--- config.mk ---
export PLATFORM = sky130hd
export DESIGN_NAME = vga_timing_gen
export DESIGN_NICKNAME = d
export VERILOG_FILES = /design/src/rtl/vga_timing_gen.sv
export SDC_FILE = /design/constraint.sdc
export NUM_CORES = 1
export LEC_CHECK = 0
export CORE_MARGIN = 2
export CORE_UTILIZATION = 30
export CTS_BUF_LIST = sky130_fd_sc_hd__clkbuf_8
export DETAILED_ROUTE_END_ITERATION = 10
export PLACE_DENSITY = 0.57
export SYNTH_ARGS = -nofsm -noshare
export SYNTH_HDL_FRONTEND = slang
export SYNTH_SLANG_ARGS = --single-unit
--- constraint.sdc ---
create_clock -name pclk -period 3.5 [get_ports pclk]
set_clock_uncertainty 0.15 [all_clocks]
set_input_delay 0.525 -clock pclk [delete_from_list [all_inputs] [get_ports pclk]]
set_output_delay 0.525 -clock pclk [all_outputs]
set_load 0.005 [all_outputs]
--- src/rtl/vga_timing_gen.sv ---
// VGA raster timing source: pixel/line counters plus sync, blanking and frame-start flags.
// Define VGA_FRAME_CNT_EN to add a 16-bit frame counter output (frame_cnt).
module vga_timing_gen #(
    parameter int H_ACTIVE = 1024,
    parameter int H_FP     = 24,
    parameter int H_SYNC   = 136,
    parameter int H_BP     = 160,
    parameter int V_ACTIVE = 768,
    parameter int V_FP     = 3,
    parameter int V_SYNC   = 6,
    parameter int V_BP     = 29
) (
    input  logic        pclk,
    input  logic        rst_n,
    input  logic        en,
    output logic [10:0] hcount_out,
    output logic [10:0] vcount_out,
    output logic        hsync_out,
    output logic        vsync_out,
    output logic        hblnk_out,
    output logic        vblnk_out,
    output logic        frame_start
`ifdef VGA_FRAME_CNT_EN
    ,
    output logic [15:0] frame_cnt
`endif
);

    localparam int H_TOTAL = H_ACTIVE + H_FP + H_SYNC + H_BP;
    localparam int V_TOTAL = V_ACTIVE + V_FP + V_SYNC + V_BP;

    localparam logic [10:0] H_LAST     = 11'(H_TOTAL - 1);
    localparam logic [10:0] V_LAST     = 11'(V_TOTAL - 1);
    localparam logic [10:0] HB_START   = 11'(H_ACTIVE);
    localparam logic [10:0] VB_START   = 11'(V_ACTIVE);
    localparam logic [10:0] HS_START   = 11'(H_ACTIVE + H_FP);
    localparam logic [10:0] HS_END     = 11'(H_ACTIVE + H_FP + H_SYNC - 1);
    localparam logic [10:0] VS_START   = 11'(V_ACTIVE + V_FP);
    localparam logic [10:0] VS_END     = 11'(V_ACTIVE + V_FP + V_SYNC - 1);

    logic [10:0] h_nxt, v_nxt;
    logic        wrap_nxt;

    always_comb begin
        h_nxt = (hcount_out == H_LAST) ? 11'd0 : hcount_out + 11'd1;
        v_nxt = vcount_out;
        if (hcount_out == H_LAST)
            v_nxt = (vcount_out == V_LAST) ? 11'd0 : vcount_out + 11'd1;
        wrap_nxt = (h_nxt == 11'd0) && (v_nxt == 11'd0);
    end

    // Flags decode the next-state counts so they land in the same cycle as the position they describe.
    always_ff @(posedge pclk or negedge rst_n) begin
        if (!rst_n) begin
            hcount_out  <= '0;
            vcount_out  <= '0;
            hsync_out   <= 1'b0;
            vsync_out   <= 1'b0;
            hblnk_out   <= 1'b0;
            vblnk_out   <= 1'b0;
            frame_start <= 1'b0;
        end else if (en) begin
            hcount_out  <= h_nxt;
            vcount_out  <= v_nxt;
            hblnk_out   <= (h_nxt >= HB_START);
            vblnk_out   <= (v_nxt >= VB_START);
            hsync_out   <= (h_nxt >= HS_START) && (h_nxt <= HS_END);
            vsync_out   <= (v_nxt >= VS_START) && (v_nxt <= VS_END);
            frame_start <= wrap_nxt;
        end else begin
            frame_start <= 1'b0;
        end
    end

`ifdef VGA_FRAME_CNT_EN
    always_ff @(posedge pclk or negedge rst_n) begin
        if (!rst_n)
            frame_cnt <= '0;
        else if (en && wrap_nxt)
            frame_cnt <= frame_cnt + 16'd1;
    end
`endif

endmodule

==> results_dict.tcl <==
set metrics [dict create \
    power.share.sequential_pct 45.7 \
    dieArea_um2 7163 \
    clockPowerShare_pct 21.3 \
    die_h_um 84.64 \
    path_max_fanout 8 \
    hpwlAfterDp_um 3650 \
    ys_warn_count 0 \
    netlist_top_cells_count "dfrtp_1 (26), nand2_1 (23), o21ai_0 (19)" \
    synth_most_common_cell "dfrtp_1" \
    rsz0062_at_grt "false" \
    die_w_um 84.64 \
    synth_top_area_cell "dfrtp_1" \
    synth_edf_count 0 \
    wirelength_um 4885 \
    drv_slew 0 \
    ant_nets 0 \
    clock_latency_ps 280 \
    portBuffers 29 \
    fmax_ghz 0.3549 \
    area.growth.synth_to_final_pct 19.76 \
    min_period_over_period_pct 80.52 \
    vias 1776 \
    first_pass_iters 4 \
    final_nets 261 \
    syn-cell-area_um2 1951 \
    clk_pin_slew_ps 100 \
    postCtsHoldBufs 0 \
    worstSetupStartpoint "hcount_out[0]" \
    start_util_pct 30.90 \
    synth.net_count 239 \
    grt_antenna_before_repair 0 \
    grt_pass1_wl_um 8438 \
    cts_setup_buffers 0 \
    drc 0 \
    grt_pass1_vias 1702 \
    cts_made_buffers 3 \
    core_um2 6314 \
    syn_avg_cell_area_um2 8.444 \
    final_layout_size_suffix_gt1_share_pct 7.937 \
    worstMarginPinSlew_ps 578.9 \
    synth_cell_types 55 \
    ys_seq_area_share_pct 33.35 \
    synth-seq-cells 26 \
    p_sw_uw 346.9 \
    viasPerCell 5.398 \
    wire_per_inst_um 14.85 \
    hold_end "hsync_out" \
    async_reset_ff_share_pct 100.0 \
    min_from "hsync_out" \
    fp-row-count 29 \
    comb_power_share_pct 33.0 \
    max_slew_margin_pct 61.29 \
    r2r_slack_ps 680 \
    finalSetupViolCount 0 \
    rr_endpoint "frame_start" \
    critPathKind "reg -> reg" \
    max_cap_viol_count 0 \
    clk_path_buf_depth 2 \
    synth_top_flop_cell "dfrtp_1" \
    p_sw_share_pct 36.09 \
    cts_tree "yes" \
    n_antenna_cell 0 \
    gr-total-overflow 0 \
    hold_path.class "reg -> reg" \
    cts_root_buf "clkbuf_8" \
    powerDensity_nw_per_um2 411.5 \
    ir_drop_uv 190.1 \
    synth_area_leaders "dfrtp_1 (33%), xnor2_1 (5.4%), o21ai_0 (4.9%), nand2_1 (4.4%), nand3_1 (3.8%)" \
    grt_max_degree 27 \
    p_int_uw 614.3 \
    r2r-start "hcount_out[0]" \
    setup-tns-final_ps 0 \
    arrival_ps 2840 \
    globalplace.congestion 0.8282 \
    ios 30 \
    post_dp_cell_area_um2 2281 \
    cts_max_level 1 \
    p_leak_uw 0.0008937 \
    status "completed" \
    fin_area_um2 2336 \
    hold_path_depth 2 \
    period_minus_slack_ps 2818 \
    clock-sinks 26 \
    rr_worst_depth 7 \
    cp.required_ps 3520 \
    syn_inst 231 \
    post_cts_resized 0 \
    synth.top_cell.area_share_pct 33.35 \
    endpoint_kind "flop" \
    final-hold-violation-count 0 \
    grt_usage_pct 14.24 \
    drtIter0Drc 131 \
    crit_path_start_kind "flop" \
]
==> cells in the final DEF (no fill, tap or decap), types with 3 or more instances in the layout <==
| cell type | n |
|---|---|
| a21oi_1 | 7 |
| and3_1 | 7 |
| buf_4 | 3 |
| clkbuf_8 | 4 |
| clkdlybuf4s50_1 | 29 |
| dfrtp_1 | 26 |
| ha_1 | 5 |
| inv_1 | 12 |
| mux2i_1 | 5 |
| nand2_1 | 23 |
| nand2b_1 | 4 |
| nand3_1 | 15 |
| nand4_1 | 10 |
| nand4b_1 | 3 |
| nor2_1 | 16 |
| nor3_1 | 7 |
| nor4_1 | 3 |
| o21ai_0 | 19 |
| xnor2_1 | 12 |
| xor2_1 | 5 |
==> registers in the layout (all words and copies together) (netlist names) <==
| register | count |
|---|---|
| vblnk_out | 1 |
| hcount_out | 11 |
| vsync_out | 1 |
| frame_start | 1 |
| vcount_out | 11 |
| hsync_out | 1 |
==> kinds of logic after synthesis <==
group	after synthesis	synth area share, %
mux	6	3.143
flops	26	33.35
fa+ha+maj	5	3.207
buf+inv	27	6.350
xor+xnor	17	7.633
simple gates	103	29.44
compound gates	47	16.87
==> worst max path at each step <==
stage                        endpoint  cells after the start
after floorplan           frame_start                      9
after global placement    frame_start                      7
after detailed placement  frame_start                      7
after CTS                 frame_start                      7
after global routing      frame_start                      7
final                     frame_start                      7
==> final cells by class <==
class,count,area [um2]
sequential,26,650.6
inverter,12,45.04
multi-input combinational,178,1176
clock buffer,4,55.05
timing repair buffer,32,312.8
tap,77,96.34
fill,677,3978
==> worst max-delay path: stages (launching register included) <==
cell,delay (ps)
dfrtp_1,470
ha_1,330
and3_1,370
nand3_1,160
nor4_1,530
xnor2_1,230
nand4_1,150
a2111oi_2,320
==> per-layer routing <==
metal	GRT usage [%]	vias up	wire length, um
li1	-	879	-
met1	20.76	831	2463
met2	22.05	58	2168
met3	1.868	8	193
met4	4.185	0	60
met5	0	-	0
==> power groups by stage <==
stage | Combinational, uW | Sequential (uW) | Clock [uW]
3_3_place_gp | 318 | 443 | 0
4_1_cts | 321 | 438 | 212
2_1_floorplan | 245 | 387 | 0
6_report | 317 | 440 | 205
3_5_place_dp | 319 | 443 | 0
5_1_grt | 356 | 451 | 220
==> stage by stage <==
step	setup WS [ps]	util, %	std cells	hold slack, ps	total power (uW)
2_1_floorplan	840.3	-	231	79.41	631.9
3_3_place_gp	822.2	36.13	325	331.5	760.7
3_5_place_dp	705.3	36.13	325	326.2	762.1
4_1_cts	672.9	37.00	329	352.6	970.1
5_1_grt	437.8	37.00	329	384.0	1027
6_report	681.9	37.00	329	349.1	961.3
Note: power is estimated with default switching activity, not from simulation.
